==> config.mk <==
export PLATFORM = sky130hd
export DESIGN_NAME = carry_select_adder_pipe
export DESIGN_NICKNAME = d
export VERILOG_FILES = /design/src/rtl/carry_select_adder_pkg.sv /design/src/rtl/csa_slice.sv /design/src/rtl/carry_select_adder_pipe.sv
export SDC_FILE = /design/constraint.sdc
export NUM_CORES = 2
export LEC_CHECK = 0
export ABC_AREA = 0
export BUFFER_PORTS_ARGS = -buffer_cell sky130_fd_sc_hd__buf_2
export CAP_MARGIN = 20
export CELL_PAD_IN_SITES_DETAIL_PLACEMENT = 1
export CELL_PAD_IN_SITES_GLOBAL_PLACEMENT = 1
export CORE_MARGIN = 2
export CORE_UTILIZATION = 45
export CTS_BUF_LIST = sky130_fd_sc_hd__clkbuf_8
export DETAILED_ROUTE_END_ITERATION = 10
export HOLD_SLACK_MARGIN = 0.06
export PLACE_DENSITY_LB_ADDON = 0.1
export RECOVER_POWER = 25
export SYNTH_ARGS = -nofsm -noshare
export SYNTH_HDL_FRONTEND = slang
export SYNTH_SLANG_ARGS = --single-unit
export TNS_END_PERCENT = 20
==> constraint.sdc <==
create_clock -name iClk -period 4.8 [get_ports iClk]
set_input_delay 0.48 -clock iClk [delete_from_list [all_inputs] [get_ports iClk]]
set_output_delay 0.48 -clock iClk [all_outputs]
set_load 0.05 [all_outputs]
==> src/rtl/carry_select_adder_pkg.sv <==
// rtl/carry_select_adder_pkg.sv - shared mode encoding and default geometry for the carry-select adder pipe
package carry_select_adder_pkg;

  // Operation select carried alongside each operand set.
  typedef enum logic {
    MODE_ADD = 1'b0,
    MODE_SUB = 1'b1
  } mode_e;

  localparam int DEF_WIDTH  = 128;
  localparam int DEF_STAGES = 4;
  localparam int DEF_BLOCK  = 8;

endpackage

==> src/rtl/csa_slice.sv <==
// rtl/csa_slice.sv - combinational SLICE-bit carry-select adder built from BLOCK-bit blocks
// Ports:
//   i_cin     carry into bit 0 of the slice
//   i_a, i_b  slice operands (i_b already inverted by the caller for subtraction)
//   o_sum     slice sum
//   o_cout    carry out of the slice MSB
//   o_msb_cin carry into the slice MSB (for signed overflow at the top slice)
module csa_slice
  import carry_select_adder_pkg::*;
#(
  parameter int SLICE = DEF_WIDTH / DEF_STAGES,
  parameter int BLOCK = DEF_BLOCK
) (
  input  logic             i_cin,
  input  logic [SLICE-1:0] i_a,
  input  logic [SLICE-1:0] i_b,
  output logic [SLICE-1:0] o_sum,
  output logic             o_cout,
  output logic             o_msb_cin
);

  localparam int NBLK = SLICE / BLOCK;

  logic [NBLK:0] w_blk_c;

  assign w_blk_c[0] = i_cin;

  for (genvar j = 0; j < NBLK; j++) begin : g_blk
    logic [BLOCK:0] w_s0;
    logic [BLOCK:0] w_s1;

    // Both candidate sums are formed without waiting for the block carry;
    // the incoming carry only steers the mux.
    assign w_s0 = {1'b0, i_a[j*BLOCK +: BLOCK]} + {1'b0, i_b[j*BLOCK +: BLOCK]};
    assign w_s1 = {1'b0, i_a[j*BLOCK +: BLOCK]} + {1'b0, i_b[j*BLOCK +: BLOCK]} + (BLOCK+1)'(1);

    assign o_sum[j*BLOCK +: BLOCK] = w_blk_c[j] ? w_s1[BLOCK-1:0] : w_s0[BLOCK-1:0];
    assign w_blk_c[j+1]            = w_blk_c[j] ? w_s1[BLOCK]     : w_s0[BLOCK];
  end

  assign o_cout = w_blk_c[NBLK];

  // sum = a ^ b ^ carry_in at any bit, so the MSB carry-in falls out of the sum.
  assign o_msb_cin = o_sum[SLICE-1] ^ i_a[SLICE-1] ^ i_b[SLICE-1];

endmodule

==> src/rtl/carry_select_adder_pipe.sv <==
// rtl/carry_select_adder_pipe.sv - STAGES-deep pipelined carry-select adder/subtractor with valid/ready flow control
// Ports:
//   iClk, iRstN          clock (rising edge), asynchronous active-low reset
//   iValid, oReady       operand handshake
//   iA, iB, iCarryIn     operands and carry/borrow in
//   iSub                 0 = add, 1 = subtract
//   oValid, iReady       result handshake
//   oSum, oCarry         result and carry out (NOT borrow for subtract)
//   oOverflow            two's-complement signed overflow
module carry_select_adder_pipe
  import carry_select_adder_pkg::*;
#(
  parameter int WIDTH  = DEF_WIDTH,
  parameter int STAGES = DEF_STAGES,
  parameter int BLOCK  = DEF_BLOCK
) (
  input  logic             iClk,
  input  logic             iRstN,
  input  logic             iValid,
  output logic             oReady,
  input  logic [WIDTH-1:0] iA,
  input  logic [WIDTH-1:0] iB,
  input  logic             iCarryIn,
  input  logic             iSub,
  output logic             oValid,
  input  logic             iReady,
  output logic [WIDTH-1:0] oSum,
  output logic             oCarry,
  output logic             oOverflow
);

  localparam int SLICE = (STAGES > 0) ? WIDTH / STAGES : 1;

  if (WIDTH < 1 || STAGES < 1 || BLOCK < 1 ||
      (WIDTH % STAGES) != 0 || (SLICE % BLOCK) != 0) begin : g_param_check
    $error("carry_select_adder_pipe: illegal WIDTH/STAGES/BLOCK combination");
  end

  // Stage k register: operands (skewed forward), sum bits [0 .. (k+1)*SLICE-1],
  // and the carry out of slice k.
  logic [WIDTH-1:0]  r_a   [STAGES];
  logic [WIDTH-1:0]  r_b   [STAGES];
  logic [WIDTH-1:0]  r_sum [STAGES];
  logic [STAGES-1:0] r_valid;
  logic [STAGES-1:0] r_c;
  logic              r_ovf;

  logic [STAGES-1:0] w_ready;
  logic [STAGES-1:0] w_load;
  logic [WIDTH-1:0]  w_a_src   [STAGES];
  logic [WIDTH-1:0]  w_b_src   [STAGES];
  logic [WIDTH-1:0]  w_sum_src [STAGES];
  logic [STAGES-1:0] w_c_src;
  logic [STAGES-1:0] w_slice_c;
  logic [SLICE-1:0]  w_slice_sum [STAGES];
  logic              w_msb_cin   [STAGES];
  logic [WIDTH-1:0]  w_b_eff;
  logic              w_cin_eff;

  // Subtraction is a + ~b + ~borrow_in, so mode is folded in before stage 0.
  assign w_b_eff   = (iSub == MODE_SUB) ? ~iB : iB;
  assign w_cin_eff = (iSub == MODE_SUB) ? ~iCarryIn : iCarryIn;

  // A stage may take new contents when empty or when its current contents
  // move on this cycle; evaluated back-to-front from the output handshake.
  always_comb begin
    w_ready = '0;
    w_load  = '0;
    w_ready[STAGES-1] = !r_valid[STAGES-1] || iReady;
    for (int k = STAGES - 2; k >= 0; k--) begin
      w_ready[k] = !r_valid[k] || w_ready[k+1];
    end
    w_load[0] = iValid && w_ready[0];
    for (int k = 1; k < STAGES; k++) begin
      w_load[k] = r_valid[k-1] && w_ready[k];
    end
  end

  for (genvar k = 0; k < STAGES; k++) begin : g_stage
    if (k == 0) begin : g_first
      assign w_a_src[k]   = iA;
      assign w_b_src[k]   = w_b_eff;
      assign w_c_src[k]   = w_cin_eff;
      assign w_sum_src[k] = '0;
    end else begin : g_next
      assign w_a_src[k]   = r_a[k-1];
      assign w_b_src[k]   = r_b[k-1];
      assign w_c_src[k]   = r_c[k-1];
      assign w_sum_src[k] = r_sum[k-1];
    end

    csa_slice #(
      .SLICE (SLICE),
      .BLOCK (BLOCK)
    ) u_slice (
      .i_cin     (w_c_src[k]),
      .i_a       (w_a_src[k][k*SLICE +: SLICE]),
      .i_b       (w_b_src[k][k*SLICE +: SLICE]),
      .o_sum     (w_slice_sum[k]),
      .o_cout    (w_slice_c[k]),
      .o_msb_cin (w_msb_cin[k])
    );
  end

  always_ff @(posedge iClk or negedge iRstN) begin
    if (!iRstN) begin
      r_valid <= '0;
      r_c     <= '0;
      r_ovf   <= 1'b0;
      for (int k = 0; k < STAGES; k++) begin
        r_a[k]   <= '0;
        r_b[k]   <= '0;
        r_sum[k] <= '0;
      end
    end else begin
      for (int k = 0; k < STAGES; k++) begin
        if (w_ready[k]) begin
          r_valid[k] <= w_load[k];
        end
        if (w_load[k]) begin
          r_a[k]   <= w_a_src[k];
          r_b[k]   <= w_b_src[k];
          r_c[k]   <= w_slice_c[k];
          r_sum[k] <= w_sum_src[k];
          r_sum[k][k*SLICE +: SLICE] <= w_slice_sum[k];
        end
      end
      if (w_load[STAGES-1]) begin
        r_ovf <= w_msb_cin[STAGES-1] ^ w_slice_c[STAGES-1];
      end
    end
  end

  assign oValid    = r_valid[STAGES-1];
  assign oReady    = w_ready[0];
  assign oSum      = r_sum[STAGES-1];
  assign oCarry    = r_c[STAGES-1];
  assign oOverflow = r_ovf;

endmodule
After elaboration in Yosys (flattened, before gate mapping):

Cells that the tools add are included.

* add/subtract/negate cells: 32
* $mul: 0
* div/mod/pow operators: 0
* $lt $le $gt $ge: 0
* equal/unequal tests: 0
* shift operators: 0
* muxes and demuxes: 34
* bitwise logic cells: 5
* reductions and logical operators: 12

Operators by type and width (number)
* 8-bit by 8-bit adder with 9-bit output: 16
* 9-bit by 1-bit adder with 9-bit output (second input constant): 16
* 128-bit 2-to-1 mux: 1
* 8-bit 2-to-1 mux: 16
* 128-bit NOT: 1
* 1-bit 2-to-1 mux: 17
* 1-bit logical AND: 4
* 1-bit zero test: 4
* 1-bit logical OR: 4
* 1-bit XOR: 3
* 1-bit NOT: 1

* register bits: 1097
* latch bits: 0
* bits in writable memories: 0
* ROM bits: 0
* input port bits: 262
* output and inout bits: 132
* memories: 0

Longest topological paths before layout:

* depth in word-level cells: 9
* gate-level depth with buffers: 19

Cells and area by module:

A second synthesis with hierarchy kept.

* cell total of the unflattened synthesis: 2828
* area, all modules: 37227.0 sq um

Modules (own cells, without submodules)
* carry_select_adder_pipe: instances 1, cells an instance 1785, area an instance 29134.2 sq um, sequential area each 17842.1 sq um
* csa_slice (g_stage[2].u_slice): instances 1, cells an instance 283, area an instance 2132.0 sq um, sequential area each 0.0 sq um
* csa_slice (g_stage[3].u_slice): instances 1, cells an instance 259, area an instance 2043.2 sq um, sequential area each 0.0 sq um
* csa_slice (g_stage[1].u_slice): instances 1, cells an instance 262, area an instance 1963.1 sq um, sequential area each 0.0 sq um
* csa_slice (g_stage[0].u_slice): instances 1, cells an instance 239, area an instance 1954.4 sq um, sequential area each 0.0 sq um

Least setup slack after synthesis:

OpenSTA, ideal clock, no wires.

* path kind: input to register
* start point: in iSub
* end point: reg r_sum[415] in the netlist's numbering
* library setup time: 0.124 ns
* data arrival time: 4.780 ns
* data required time: 4.676 ns
* path slack: -0.104 ns
* cell stages on the path: 19
* cell sequence: buf_2 -> clkbuf_1 -> buf_1 -> xor2_1 -> ha_1 -> inv_1 -> fa_1 -> inv_1 -> ha_1 -> nand2_1 -> or3_1 -> a211oi_2 -> nand4b_4 -> xnor2_4 -> or3b_4 -> mux2i_4 -> xor2_2 -> o31a_1 -> o31a_1

* word-level cells in the longest chain between the ends: 7

Ends and longest elaborated chain
* start, declared: RTL line carry_select_adder_pipe.sv:24 `input logic iSub,`
* 128-bit 2-to-1 mux: RTL line carry_select_adder_pipe.sv:61 `assign w_b_eff = (iSub == MODE_SUB) ? ~iB : iB;`
* 8-bit by 8-bit adder with 9-bit output: RTL line csa_slice.sv:34, csa_slice.sv:35
* 9-bit by 1-bit adder with 9-bit output: RTL line csa_slice.sv:35 `assign w_s1 = {1'b0, i_a[j*BLOCK +: BLOCK]} + {1'b0, i_b[j*BLOCK +: BLOCK]} + (BLOCK+1)'(1);`
* 1-bit 2-to-1 mux (3 in series): RTL line csa_slice.sv:38 `assign w_blk_c[j+1] = w_blk_c[j] ? w_s1[BLOCK] : w_s0[BLOCK];`
* 8-bit 2-to-1 mux (*): RTL line csa_slice.sv:37 `assign o_sum[j*BLOCK +: BLOCK] = w_blk_c[j] ? w_s1[BLOCK-1:0] : w_s0[BLOCK-1:0];`
* end signal, assigned by index: RTL line carry_select_adder_pipe.sv:124 `r_sum[k] <= w_sum_src[k];`
* end signal, assigned by index: RTL line carry_select_adder_pipe.sv:125 `r_sum[k][k*SLICE +: SLICE] <= w_slice_sum[k];`
* end, declared: RTL line carry_select_adder_pipe.sv:43 `logic [WIDTH-1:0] r_sum [STAGES];`

Every way passes the cells marked *; elsewhere a longest branch is shown, timed or not.
A chain may end at the register's enable or synchronous reset.

Worst setup path after layout:

* start point: reg r_b[320] in the netlist's numbering
* end point: reg r_c[2]

* word-level cells in the longest chain between the ends: 6

Ends and longest elaborated chain
* start, declared: RTL line carry_select_adder_pipe.sv:42 `logic [WIDTH-1:0] r_b [STAGES];`
* start signal, assigned by index: RTL line carry_select_adder_pipe.sv:122 `r_b[k] <= w_b_src[k];`
* 8-bit by 8-bit adder with 9-bit output (*): RTL line csa_slice.sv:34, csa_slice.sv:35
* 9-bit by 1-bit adder with 9-bit output: RTL line csa_slice.sv:35
* 1-bit 2-to-1 mux (*) (4 in series): RTL line csa_slice.sv:38
* end signal, assigned by index: RTL line carry_select_adder_pipe.sv:123 `r_c[k] <= w_slice_c[k];`
* end, declared: RTL line carry_select_adder_pipe.sv:45 `logic [STAGES-1:0] r_c;`

Marked as above.

==> flow_summary.toml <==
[critical_path]
end_kind = "flip-flop"
crit_arrival_ns = 4.99
crit_start = "r_b[320]$_DFFE_PN0P_"
path_class = "reg -> reg"
critPathLaunchType = "flip-flop"
cp_max_fo = 3
crit_required_ns = 5.40
rr_startpoint = "r_b[320]$_DFFE_PN0P_"

[sta]
drv_slew = 331
setup_violations = 0
setup_ws_ns = 0.4161
whs_ns = 0.1215
slew_headroom_pct = -69.06
finalHoldViolations = 0
fmax_mhz = 228.1
rsz0062_at_grt = "no"
tns_ns = 0
layout_min_cycle_time_ns = 4.384
period_share_pct = 91.33
fin_worst_skew_ns = 0.02893
tightestPinTransition_ns = 2.536

[die]
die_x_um = 286.1
io_pins = 394
coreArea_mm2 = 0.07887
rows = 103
die_h_um = 286.1
start_util_pct = 45.41
dieArea_mm2 = 0.08186

[status]
status = "complete, but fails checks"
violations = "max-capacitance violations, max-slew violations"

[layout]
layout.nets = 4721
syn_to_final_growth_pct = 17.68
final_cells = 5452
fillers = 9172
layout-drive-gt1-share_pct = 16.85

[synthesis]
ys_seq_elements = 713
synth_top_area_share_pct = 49.81
synth_cells = 3868
yosysSeqAreaShare_pct = 49.81
syn_area_mm2 = 0.03582
ys_types = 78
yosysTopAreaCell = "dfrtp_1"
synth_area_leaders = "dfrtp_1, nand2_1, xnor2_1"
synth_edf_count = 0
yosys_warnings = 0
syn_area_per_cell_um2 = 9.260
syn_nets = 4290
ys.flop_type = "dfrtp_1"
synthArstFlopShare_pct = 100.0

[cts]
cts_setup_buffers = 0
cts.sinks = 713
clk_pin_slew_worst_paths_ns = 0.06
htree_levels = 3
cts_buffers = 121
clk-insertion-delay-late_ns = 0.72
postCtsHoldBufs = 167
cts_tree = "done"
cts-resized-gates = 0
cts_root_buf = "clkbuf_8"
cts_max_path_buffers = 3

[detailed_routing]
viasPerCell = 4.987
wl_per_cell_um = 17.16
drc_errors = 0
vias = 27187
drt_wl_total_um = 93540
ant_nets = 0
dr.pass1.iters = 8
drtIter0Drc = 1222

[hold_path]
min_path_type = "in -> reg"
min-delay-start = "iB[88]"

[placement]
dp_slack_ns = 0.3269
dp_cells = 5059
gp_congestion = 0.8033
portBuffers = 393
dp_hpwl_um = 63370

[global_route]
grt_first_pass_wirelength_um = 153600
grt_max_degree = 118
antenna_found_initial = 4
grt-ovfl-total = 0
grt_pass1_vias = 29226
globalRouteTotalUtil_pct = 23.24

[pwr]
peakVddDrop_mv = 0.2992
p_leak_uw = 0.02132
pwr_density_cell_mw_per_mm2 = 563.5

[job]
maxCapViolations = 3
-- cells in the final DEF, fill, tap and decap left out, drive strengths merged, types with 16 or more instances in the layout --
cell and n:
a21o 39, a21oi 92, and3 18, buf 420, clkbuf 167, clkinv 18, dfrtp 713, dlygate4sd3 167
fa 16, ha 144, inv 115, mux2 98, mux2i 17, nand2 1430, nand3 49, nand4 17
nor2 85, nor2b 16, nor3 19, o21ai 239, o21bai 33, xnor2 225, xor2 105
-- flip-flops by register name, indices dropped and copies added (netlist names) --
name and count:
oSum 128, r_sum 192, r_b 192, r_valid 4, r_a 192, oOverflow 1
r_c 4
-- layer usage --
layer | wire, um | up-vias | global-route usage (%) | part of all wire [%]
li1 | - | 13337 | - | -
met2 | 45350 | 456 | 39.55 | 48
met4 | 3131 | 0 | 9.005 | 3.3
met1 | 41630 | 13233 | 30.04 | 45
met3 | 3434 | 161 | 3.315 | 3.7
met5 | 0 | - | 0 | 0
-- worst max-delay path, cell delays in order (launching register included) --
cell and delay, ns:
dfrtp_1 0.39, ha_1 0.23, fa_1 0.40, a21o_1 0.18, a21oi_1 0.26, xnor2_1 0.22
o311ai_1 0.18, a211oi_1 0.30, nand3_1 0.13, xor2_1 0.38, and3_1 0.30, mux2i_1 0.47
mux2i_1 0.22, or3_1 0.40, a31o_1 0.22
-- where the power goes --
| part | total, uW | leakage (uW) | switching, uW | internal (uW) |
|---|---|---|---|---|
| Combinational | 9040 | 0.0110 | 5910 | 3140 |
| Clock | 5610 | 0.00146 | 2500 | 3110 |
| Sequential | 9100 | 0.00883 | 1210 | 7890 |
-- worst paths after layout --
path                                         to  slack [ns]  cells past startpoint
max                          r_c[2]$_DFFE_PN0P_        0.42                     14
min                        r_b[472]$_DFFE_PN0P_        0.12                      3
max reg2reg                  r_c[2]$_DFFE_PN0P_        0.42                     14
min reg2reg                r_a[255]$_DFFE_PN0P_        0.45                      2
max in group asynchronous  oSum[92]$_DFFE_PN0P_        0.82                      3
min in group asynchronous  r_a[434]$_DFFE_PN0P_        1.06                      2
-- area by class of cell --
type	instances	area [um2]	area share (%)
sequential	713	17840	42.33
multi-input combinational	2790	16160	38.34
timing repair buffer	599	4001	9.493
clock buffer	155	2133	5.061
tap	1050	1314	3.117
clock inverter	66	409.1	0.9707
inverter	74	277.8	0.6590
antenna	5	12.51	0.02969
-- cell families (layout without fill, tap and decap cells) --
logic type	count (synthesis)	count (layout)	share of synthesized area (%)
flops	713	713	49.81
compound gates	481	481	7.965
buf+inv	365	894	5.174
fa+ha+maj	160	160	5.925
simple gates	1704	1704	19.25
other cells	0	5	0
mux	115	115	3.591
xor+xnor	330	330	8.279
-- Yosys cell counts, types with 3 or more instances --
master	n
nor2b_1	16
and4_1	4
nand3_1	49
o21ai_1	41
inv_1	74
fa_1	16
nor4_1	5
nor3b_1	3
o311ai_1	3
a211oi_1	6
buf_1	10
nand4_1	16
and3_1	18
buf_4	128
o22a_1	3
or4_1	5
nor2_1	85
o31ai_1	10
a21oi_1	92
clkbuf_1	151
nand2_1	1430
ha_1	144
a211oi_2	3
mux2_2	97
or3_1	14
a21o_1	39
o21ai_0	198
o21bai_1	33
and2_1	11
xor2_1	101
a31oi_1	15
dfrtp_1	713
o211ai_1	4
nand2b_1	11
xnor2_1	222
nor3_1	18
mux2i_1	16
o31a_1	4
xor2_2	3
o21a_1	10
-- through the flow --
step,area (um2),util (%),total power [uW]
6_report,42150,53.44,23750
5_1_grt,42150,53.44,25460
4_1_cts,42230,53.55,24090
3_5_place_dp,38020,48.20,18220
3_3_place_gp,38020,48.20,17940
2_1_floorplan,35820,-,16270
(Power assumes the default switching activity.)
